**src/rtl/alarm_pkg.sv**
```systemverilog
// Shared constants and FSM encoding for the multi-channel alarm bank.
// Imported by alarm_channel and alarm_bank.
package alarm_pkg;

    localparam int TIME_W   = 6;
    localparam int MIN_MAX  = 59;
    localparam int HOUR_MAX = 23;

    typedef enum logic [1:0] {
        IDLE    = 2'd0,
        RINGING = 2'd1,
        SNOOZED = 2'd2
    } state_t;

endpackage

```
**src/rtl/alarm_channel.sv**
```systemverilog
// One alarm channel: minute/hour/enable registers with wrap and toggle,
// plus a combinational match against the running clock.
// Ports: clock/reset, edit controls qualified by selected, current time in,
// stored minute/hour/en out, match out.
module alarm_channel
    import alarm_pkg::*;
(
    input  logic              clock,
    input  logic              reset,
    input  logic              selected,
    input  logic              minute_set,
    input  logic              hour_set,
    input  logic              enable_toggle,
    input  logic              sec_tick,
    input  logic [TIME_W-1:0] cur_second,
    input  logic [TIME_W-1:0] cur_minute,
    input  logic [TIME_W-1:0] cur_hour,
    output logic [TIME_W-1:0] minute,
    output logic [TIME_W-1:0] hour,
    output logic              en,
    output logic              match
);

    logic editing;

    assign editing = selected && (minute_set || hour_set);

    always_ff @(posedge clock) begin
        if (reset) begin
            minute <= '0;
            hour   <= '0;
            en     <= 1'b0;
        end else if (selected) begin
            if (minute_set) begin
                minute <= (minute == TIME_W'(MIN_MAX)) ? '0 : minute + TIME_W'(1);
            end
            if (hour_set) begin
                hour <= (hour == TIME_W'(HOUR_MAX)) ? '0 : hour + TIME_W'(1);
            end
            if (enable_toggle) begin
                en <= ~en;
            end
        end
    end

    // A channel under edit must not fire on a half-entered time.
    assign match = sec_tick
                && (cur_second == '0)
                && (cur_minute == minute)
                && (cur_hour == hour)
                && en
                && !editing;

endmodule

```
**src/rtl/alarm_bank.sv**
```systemverilog
// Bank of NUM_ALARMS hour:minute alarms with a shared ring/snooze FSM.
// Ports: clock/reset, sec_tick + current time, sel/edit controls,
// stop/snooze; outputs selected channel view, enable_mask, ring, ring_id.
module alarm_bank
    import alarm_pkg::*;
#(
    parameter int NUM_ALARMS   = 4,
    parameter int SEL_W        = 2,
    parameter int RING_SECONDS = 30,
    parameter int SNOOZE_MIN   = 5
) (
    input  logic                  clock,
    input  logic                  reset,
    input  logic                  sec_tick,
    input  logic [TIME_W-1:0]     cur_second,
    input  logic [TIME_W-1:0]     cur_minute,
    input  logic [TIME_W-1:0]     cur_hour,
    input  logic [SEL_W-1:0]      sel,
    input  logic                  minute_set,
    input  logic                  hour_set,
    input  logic                  enable_toggle,
    input  logic                  stop,
    input  logic                  snooze,
    output logic [TIME_W-1:0]     second_data,
    output logic [TIME_W-1:0]     minute_data,
    output logic [TIME_W-1:0]     hour_data,
    output logic                  sel_enable,
    output logic [NUM_ALARMS-1:0] enable_mask,
    output logic                  ring,
    output logic [SEL_W-1:0]      ring_id
);

    localparam int SNOOZE_TICKS = SNOOZE_MIN * 60;
    localparam int CNT_MAX = (RING_SECONDS > SNOOZE_TICKS) ? RING_SECONDS : SNOOZE_TICKS;
    localparam int CNT_W = (CNT_MAX > 1) ? $clog2(CNT_MAX) : 1;
    localparam logic [CNT_W-1:0] RING_LAST   = CNT_W'(RING_SECONDS - 1);
    localparam logic [CNT_W-1:0] SNOOZE_LAST = CNT_W'(SNOOZE_TICKS - 1);

    logic [TIME_W-1:0]     min_arr  [NUM_ALARMS];
    logic [TIME_W-1:0]     hour_arr [NUM_ALARMS];
    logic [NUM_ALARMS-1:0] sel_hit;
    logic [NUM_ALARMS-1:0] match;
    logic                  any_match;
    logic [SEL_W-1:0]      win;
    logic                  rid_en;
    logic                  force_idle;

    state_t            state;
    state_t            state_next;
    logic [CNT_W-1:0]  cnt;
    logic [CNT_W-1:0]  cnt_next;
    logic [SEL_W-1:0]  id_next;

    for (genvar i = 0; i < NUM_ALARMS; i++) begin : g_ch
        assign sel_hit[i] = (sel == SEL_W'(i));

        alarm_channel u_ch (
            .clock         (clock),
            .reset         (reset),
            .selected      (sel_hit[i]),
            .minute_set    (minute_set),
            .hour_set      (hour_set),
            .enable_toggle (enable_toggle),
            .sec_tick      (sec_tick),
            .cur_second    (cur_second),
            .cur_minute    (cur_minute),
            .cur_hour      (cur_hour),
            .minute        (min_arr[i]),
            .hour          (hour_arr[i]),
            .en            (enable_mask[i]),
            .match         (match[i])
        );
    end

    // Read mux: out-of-range sel hits no channel and falls back to channel 0.
    always_comb begin
        minute_data = min_arr[0];
        hour_data   = hour_arr[0];
        sel_enable  = enable_mask[0];
        for (int i = 0; i < NUM_ALARMS; i++) begin
            if (sel_hit[i]) begin
                minute_data = min_arr[i];
                hour_data   = hour_arr[i];
                sel_enable  = enable_mask[i];
            end
        end
    end

    assign second_data = '0;

    // Lowest index wins: scan downwards so the last assignment is the lowest.
    always_comb begin
        win = '0;
        for (int i = NUM_ALARMS - 1; i >= 0; i--) begin
            if (match[i]) begin
                win = SEL_W'(i);
            end
        end
    end

    assign any_match = |match;

    always_comb begin
        rid_en = 1'b0;
        for (int i = 0; i < NUM_ALARMS; i++) begin
            if (ring_id == SEL_W'(i)) begin
                rid_en = enable_mask[i];
            end
        end
    end

    // Leave the ring as soon as the owning channel is disabled, including
    // the cycle in which the disabling toggle is applied.
    assign force_idle = !rid_en
                     || (enable_toggle && (sel == ring_id) && (|sel_hit));

    always_ff @(posedge clock) begin
        if (reset) begin
            state   <= IDLE;
            cnt     <= '0;
            ring_id <= '0;
        end else begin
            state   <= state_next;
            cnt     <= cnt_next;
            ring_id <= id_next;
        end
    end

    always_comb begin
        state_next = state;
        cnt_next   = cnt;
        id_next    = ring_id;
        unique case (state)
            IDLE: begin
                if (any_match) begin
                    state_next = RINGING;
                    cnt_next   = '0;
                    id_next    = win;
                end
            end
            RINGING: begin
                if (stop || force_idle) begin
                    state_next = IDLE;
                end else if (snooze) begin
                    state_next = SNOOZED;
                    cnt_next   = '0;
                end else if (sec_tick) begin
                    if (cnt == RING_LAST) begin
                        state_next = IDLE;
                    end else begin
                        cnt_next = cnt + CNT_W'(1);
                    end
                end
            end
            SNOOZED: begin
                if (stop || force_idle) begin
                    state_next = IDLE;
                end else if (sec_tick) begin
                    if (cnt == SNOOZE_LAST) begin
                        state_next = RINGING;
                        cnt_next   = '0;
                    end else begin
                        cnt_next = cnt + CNT_W'(1);
                    end
                end
            end
            default: begin
                state_next = IDLE;
            end
        endcase
    end

    always_comb begin
        ring = (state == RINGING);
    end

endmodule

```
**config.mk**
```make
export PLATFORM = sky130hd
export DESIGN_NAME = alarm_bank
export DESIGN_NICKNAME = d
export VERILOG_FILES = /design/src/rtl/alarm_pkg.sv /design/src/rtl/alarm_channel.sv /design/src/rtl/alarm_bank.sv
export SDC_FILE = /design/constraint.sdc
export NUM_CORES = 1
export LEC_CHECK = 0
export CAP_MARGIN = 25
export CORE_MARGIN = 4
export CORE_UTILIZATION = 50
export DETAILED_ROUTE_END_ITERATION = 6
export GPL_TIMING_DRIVEN = 0
export PLACE_DENSITY = 0.73
export SYNTH_ARGS = -nofsm -noshare
export SYNTH_HDL_FRONTEND = slang
export SYNTH_SLANG_ARGS = --single-unit
```
**constraint.sdc**
```tcl
create_clock -name clock -period 3.1 [get_ports clock]
set_input_delay 0.465 -clock clock [delete_from_list [all_inputs] [get_ports clock]]
set_output_delay 0.465 -clock clock [all_outputs]
set_load 0.1 [all_outputs]
```
==> impl_metrics.py, run 1 <==
metrics = {
    "routing": {
        "final_antenna_net_count": 0,
        "routed_wirelength_um": 11650,
        "drc": 0,
        "drtIter0Drc": 214,
        "viasPerCell": 5.879,
        "drt-wirelength-per-cell_um": 17.82,
        "vias": 3845,
        "drtPass1Iterations": 5,
    },
    "setup_path": {
        "cpPeakStageDelay_ns": 0.49,
        "critical_path_required_ns": 2.63,
        "cp-end-kind": "primary output",
        "cp_num_buf_inv": 4,
        "worstSetupPathType": "input port to primary output",
        "cp_slowest_cell": "clkdlybuf4s50_1",
        "arrival_ns": 2.58,
        "path_delay_family": "buffers and inverters",
        "r2r_cells": 6,
        "cp.depth": 5,
        "critPathLaunchType": "input port",
        "crit_fanout": 19,
        "cp_common_cell": "buf_2",
        "path_cells": "clkdlybuf4s50_1 -> buf_2 -> buf_2 -> mux4_2 -> clkdlybuf4s15_2",
    },
    "cts": {
        "cts.root.buffer_cell": "clkbuf_8",
        "clkSinkCount": 65,
        "cts_buffers": 9,
        "clkSlewWorstSetupHoldPaths_ns": 0.08,
        "clockBufferDepth": 2,
        "post_cts_buffers": 0,
        "clock_latency_ns": 0.36,
        "htreeDepth": 3,
        "cts_tree": "built",
    },
    "yosys": {
        "syn_area_per_cell_um2": 8.771,
        "synth_commonest_cells": "dfxtp_1, xnor2_1, nor2_1",
        "ys_seq_area_share_pct": 30.03,
        "yosys-top-cells-area": "dfxtp_1, xnor2_1, mux4_2",
        "async_reset_ff_share_pct": 0,
        "synth.distinct_cells": 50,
        "netlist_area_um2": 4333,
        "yosysWarningCount": 0,
        "ys_seq_elements": 65,
        "synthCells": 494,
        "synthFlopType": "dfxtp_1",
        "synth_enable_flop_cells": 0,
        "yosys.area.top_type_share_pct": 30.03,
        "synth.largest_area_cell": "dfxtp_1",
    },
    "sta": {
        "post-route-min-period_ns": 3.048,
        "max_freq_mhz": 328.1,
        "setup_viol": 0,
        "finalCritPeriodShare_pct": 98.33,
        "worst_slew_pin_slew_ns": 0.9764,
        "finalMaxSlewViolations": 0,
        "hold_viol_final": 0,
        "relSlewSlack_pct": 34.71,
        "finClkSkew_ns": 0.01032,
        "rsz0062_at_grt": "false",
    },
    "cells_and_area": {
        "drive_gt1_share_pct": 12.57,
        "regArea_um2": 1301,
        "final_net_count": 586,
        "multi_input_area_um2": 2840,
        "area_growth_pct": 16.55,
        "diodes": 0,
        "num-fill-cells": 755,
        "final_area_um2": 5050,
        "final_cells": 654,
    },
    "flow_run": {
        "drv_cap": 0,
    },
    "worst_hold_path": {
        "hold_depth": 2,
        "hp-class": "flip-flop to flip-flop",
    },
    "global_route": {
        "grt_pass1_vias": 3806,
        "grt_max_degree": 20,
        "track_usage_pct": 23.78,
        "antenna_found_initial": 0,
        "grt_pass1_wl_um": 18800,
        "gr-total-overflow": 0,
    },
    "power": {
        "total_power_w": 0.001991,
        "leakagePower_nw": 1.810,
        "vdd.ir_drop.worst_uv": 212.4,
        "power_density_nw_per_um2": 394.4,
    },
    "floorplan": {
        "start_util_pct": 51.95,
        "die_h_um": 101.1,
        "floorplan.die_area_um2": 10220,
        "die_x_um": 101.1,
        "io_pins": 54,
        "rows": 33,
        "coreArea_um2": 8341,
    },
    "placement": {
        "place_hpwl_um": 8898,
        "postPlaceCellArea_um2": 4833,
        "port_buffers": 35,
        "gp_congestion": 0.9622,
        "placed_cells": 639,
    },
    "status": {
        "outcome": "finished clean",
    },
}
[cell usage in the layout, fill, tap and decap left out, drive strengths merged, types with 2 or more instances in the layout]
cell type and count:
or2 4, a21o 2, inv 8, and3 12, conb 6, o2111ai 4, clkdlybuf4s15 8, buf 25
nor2 49, nor2b 6, xnor2 65, nand4b 3, mux4 14, o211ai 9, nand4 15, bufinv 2
clkinv 2, nand3 23, a211oi 2, and2 16, nor4 3, xor2 24, clkdlybuf4s50 22, clkbuf 27
dfxtp 65, a21oi 22, or3 7, o21a 3, o21ai 11, or4 2, nand2 31, nor3 6
nor4bb 3, a32o 7, ha 14, nor3b 3, a31oi 6, nand2b 4, mux2i 5
[sequential cells by signal (all words and copies together) (netlist names)]
| name | cells |
|---|---|
| cnt | 9 |
| g_ch.u_ch.en | 4 |
| g_ch.u_ch.hour | 24 |
| g_ch.u_ch.minute | 24 |
| ring_id | 2 |
| state | 2 |
[per-stage QoR]
stage	setup WS [ns]	utilization (%)	hold WS, ns	setup TNS (ns)
floorplan	0.6144	-	0.4680	0
global route	0.006014	60.55	0.5558	0
CTS	0.06801	60.62	0.5059	0
detailed placement	-1.157	57.95	0.4951	-12.99
finish	0.05172	60.55	0.5077	0
global placement	-1.139	57.95	0.4848	-12.75
[where the power goes]
part	switching, W	total [W]	internal [W]
sequential	0.0000197	0.000865	0.000846
clock	0.000340	0.000834	0.000494
combinational	0.000189	0.000292	0.000103
[repair_timing]
item                       in CTS  in global routing
setup endpoints to repair      13                  1
hold buffers                    0                  0
gates resized for setup        54                  2
[worst register-to-register path, cell delays in order, from the launching register on]
cell and delay, ns:
dfxtp_1 0.36, xnor2_1 0.29, o2111ai_1 0.18, or4_1 0.58
and3_4 0.25, a211oi_4 0.45, a22o_1 0.22
[layer usage]
metal / vias to the layer above / global-route usage, % / wire length (um)
li1: 1837 / - / -
met1: 1853 / 31.23 / 5002
met2: 130 / 38.58 / 5649
met3: 25 / 4.291 / 709
met4: 0 / 9.509 / 293
met5: - / 0 / 0
[final timing paths]
kind              slack [ns]        endpoint                   start
setup reg to reg        0.73          cnt[0]  g_ch[2].u_ch.minute[0]
hold reg to reg         0.51          cnt[1]                  cnt[1]
hold / removal          0.51          cnt[1]                  cnt[1]
setup / recovery        0.05  minute_data[2]                  sel[0]
[logic make-up (layout without fill, tap and decap cells)]
kind of cell               Yosys count  in the layout  share of synthesized area, %
and+or+nand+nor                    189            189                         23.16
xor gates and xnor gates            89             89                         17.99
AOI/OAI and AO/OA                   72             72                         11.41
DFF                                 65             65                         30.03
buffers and inverters               45             95                         4.851
muxes                               19             19                         8.432
adders and majority gates           14             14                         4.043
other                                1              6                       0.08655
[final cells by class]
cell class	instances	area share, %
buffer	36	3.617
timing repair buffer	35	6.640
inverter	8	0.5946
clock buffer	11	2.998
tap	105	2.602
multi-input combinational	389	56.24
clock inverter	5	1.536
sequential	65	25.77
No activity file was read; power rests on OpenSTA's default activity.
==> inputs of run 2 (changes only) <==
--- a/config.mk
+++ b/config.mk
@@ -13,4 +13,5 @@
 export PLACE_DENSITY = 0.73
 export SYNTH_ARGS = -nofsm -noshare
 export SYNTH_HDL_FRONTEND = slang
+export SYNTH_HIERARCHICAL = 1
 export SYNTH_SLANG_ARGS = --single-unit
==> impl_metrics.py, run 2 <==
metrics = {
    "status": {
        "outcome": "finished clean",
    },
    "power": {
        "power_density_nw_per_um2": 375.8,
        "vdd.ir_drop.worst_uv": 217.7,
        "leakagePower_nw": 2.033,
    },
    "cts": {
        "cts.root.buffer_cell": "clkbuf_8",
        "clockBufferDepth": 2,
        "htreeDepth": 3,
        "cts_tree": "built",
        "clkSlewWorstSetupHoldPaths_ns": 0.07,
        "clkSinkCount": 65,
        "clock_latency_ns": 0.35,
        "cts_buffers": 9,
    },
    "cells_and_area": {
        "drive_gt1_share_pct": 12.20,
        "layout_commonest_cell": "dfxtp_1",
        "num-fill-cells": 714,
        "final_cell_mix": "dfxtp_1, xor2_1, nor2_1",
        "final_area_um2": 5182,
        "top_regs": "g_ch.u_ch/hour x24, g_ch.u_ch/minute x24, cnt x9",
        "fin_util_pct": 62.45,
        "area_growth_pct": 20.72,
        "final_net_count": 586,
        "diodes": 0,
        "final_cells": 654,
    },
    "yosys": {
        "synth_enable_flop_cells": 0,
        "syn_area_per_cell_um2": 8.925,
        "synthCells": 481,
        "ys_seq_elements": 65,
        "synth_most_common_cell": "dfxtp_1",
        "yosysWarningCount": 6,
        "async_reset_ff_share_pct": 0,
        "synthFlopType": "dfxtp_1",
        "netlist_area_um2": 4293,
        "synth_commonest_cells": "dfxtp_1, xor2_1, nor2_1",
        "synth.largest_area_cell": "dfxtp_1",
        "yosys.area.top_type_share_pct": 30.31,
        "ys_seq_area_share_pct": 30.31,
        "yosys-top-cells-area": "dfxtp_1, xor2_1, mux4_2",
        "synth.distinct_cells": 51,
    },
    "setup_path": {
        "r2r_cells": 10,
        "cpPeakStageDelay_ns": 0.53,
        "crit_fanout": 10,
        "path_delay_family": "compound AO/OA/AOI/OAI gates",
        "path_cells": "clkdlybuf4s50_1 -> xor2_1 -> nor4_1 -> nand4_1 -> nor3_4 -> nor4_2 -> a221o_1 -> a221oi_2 -> buf_4 -> a21bo_1 -> a32o_1",
        "cp_num_buf_inv": 2,
        "cp-end-kind": "flip-flop",
        "arrival_ns": 3.28,
        "cp_slowest_cell": "clkdlybuf4s50_1",
        "cp.depth": 11,
        "critical_path_required_ns": 3.33,
        "critPathLaunchType": "input port",
        "reg2reg_slack_ns": 0.32,
        "worstSetupPathType": "input port to flip-flop",
    },
    "placement": {
        "postPlaceCellArea_um2": 4908,
        "port_buffers": 45,
        "placed_cells": 637,
        "gp_congestion": 0.9214,
        "place_hpwl_um": 8366,
        "dp_slack_ns": -0.4571,
    },
    "sta": {
        "post-route-min-period_ns": 3.045,
        "relSlewSlack_pct": 34.34,
        "finClkSkew_ns": 0.01279,
        "hold_viol_final": 0,
        "setup_viol": 0,
        "fin_ws_ns": 0.05490,
        "worst_slew_pin_slew_ns": 0.9818,
        "finalCritPeriodShare_pct": 98.23,
        "finalMaxSlewViolations": 0,
        "hold_ws_ns": 0.4981,
        "max_freq_mhz": 328.4,
    },
    "routing": {
        "drt-wirelength-per-cell_um": 16.87,
        "routed_wirelength_um": 11030,
        "viasPerCell": 5.836,
        "vias": 3817,
        "drtPass1Iterations": 5,
        "final_antenna_net_count": 0,
        "drc": 0,
        "drtIter0Drc": 142,
    },
    "global_route": {
        "antenna_found_initial": 0,
        "track_usage_pct": 22.39,
        "gr-total-overflow": 0,
        "grt_max_degree": 19,
        "grt_pass1_vias": 3669,
        "grt_pass1_wl_um": 18030,
    },
    "floorplan": {
        "die_x_um": 100.7,
        "coreArea_um2": 8299,
        "rows": 33,
        "floorplan.die_area_um2": 10130,
        "start_util_pct": 51.73,
        "die_h_um": 100.7,
        "io_pins": 54,
    },
    "worst_hold_path": {
        "hp-class": "flip-flop to flip-flop",
        "hold_depth": 2,
    },
    "flow_run": {
        "drv_cap": 0,
    },
}
-- run 2: cell types whose count changed after synthesis, moves of 7 or more --
cell      delta
o211ai_1     -9
inv_1        +8
nor4_1      +12
xnor2_1     -41
nand4_1      -7
o21ai_0     +17
nand2_1     +10
clkbuf_1    -15
and2_1      -10
xor2_1      +34
-- run 2: what timing repair did --
| item | 4_1_cts | 5_1_grt |
|---|---|---|
| pin swaps | 0 | 9 |
| endpoints found under the setup margin | 14 | 9 |
| gates resized for setup | 8 | 13 |
| gates cloned | 0 | 0 |
| hold buffers | 0 | 0 |
| setup buffers | 0 | 3 |
-- run 2: through the flow --
stage / TNS, ns / total power (W)
global route: -0.04798 / 0.002038
global placement: -4.255 / 0.001233
finish: 0 / 0.001948
detailed placement: -5.000 / 0.001241
floorplan: 0 / 0.001126
CTS: 0 / 0.001965
-- run 2: worst paths after layout --
check	start	endpoint
setup reg to reg	g_ch[2].u_ch/hour[5]	cnt[3]
hold reg to reg	state[0]	state[0]
hold / removal	state[0]	state[0]
setup / recovery	cur_hour[0]	cnt[3]
-- run 2: worst min-delay path: cells and delay by family, from the launching register on --
kind,cells,cell delay [ns]
DFF,1,0.34
muxes,1,0.05
and+or+nand+nor,1,0.06
-- run 2: kinds of logic after synthesis --
family	after synthesis	synth area share, %
adders and majority gates	14	4.080
xor gates and xnor gates	82	16.73
and+or+nand+nor	190	23.35
buffers and inverters	34	4.430
DFF	65	30.31
AOI/OAI and AO/OA	76	12.50
muxes	19	8.511
other	1	0.08735
-- run 2: layer usage --
metal | vias to the layer above | track usage (%) | wire, um
li1 | 1836 | - | -
met5 | - | 0 | 0
met2 | 117 | 35.95 | 5249
met1 | 1849 | 30.02 | 4944
met3 | 15 | 5.675 | 685
met4 | 0 | 5.907 | 154
-- run 2: layout make-up --
| type | count | area [um^2] | share of cell area (%) |
|---|---|---|---|
| buffer | 15 | 118.9 | 2.294 |
| clock buffer | 11 | 141.4 | 2.728 |
| clock inverter | 5 | 55.05 | 1.062 |
| inverter | 17 | 63.81 | 1.231 |
| multi-input combinational | 387 | 2878 | 55.53 |
| sequential | 65 | 1301 | 25.11 |
| tap | 105 | 131.4 | 2.535 |
| timing repair buffer | 49 | 493.0 | 9.512 |
-- run 2: power by group --
group          internal, W  switching, W  total, W
logic             0.000128      0.000226  0.000355
clock network     0.000391      0.000334  0.000724
registers         0.000848     0.0000212  0.000869
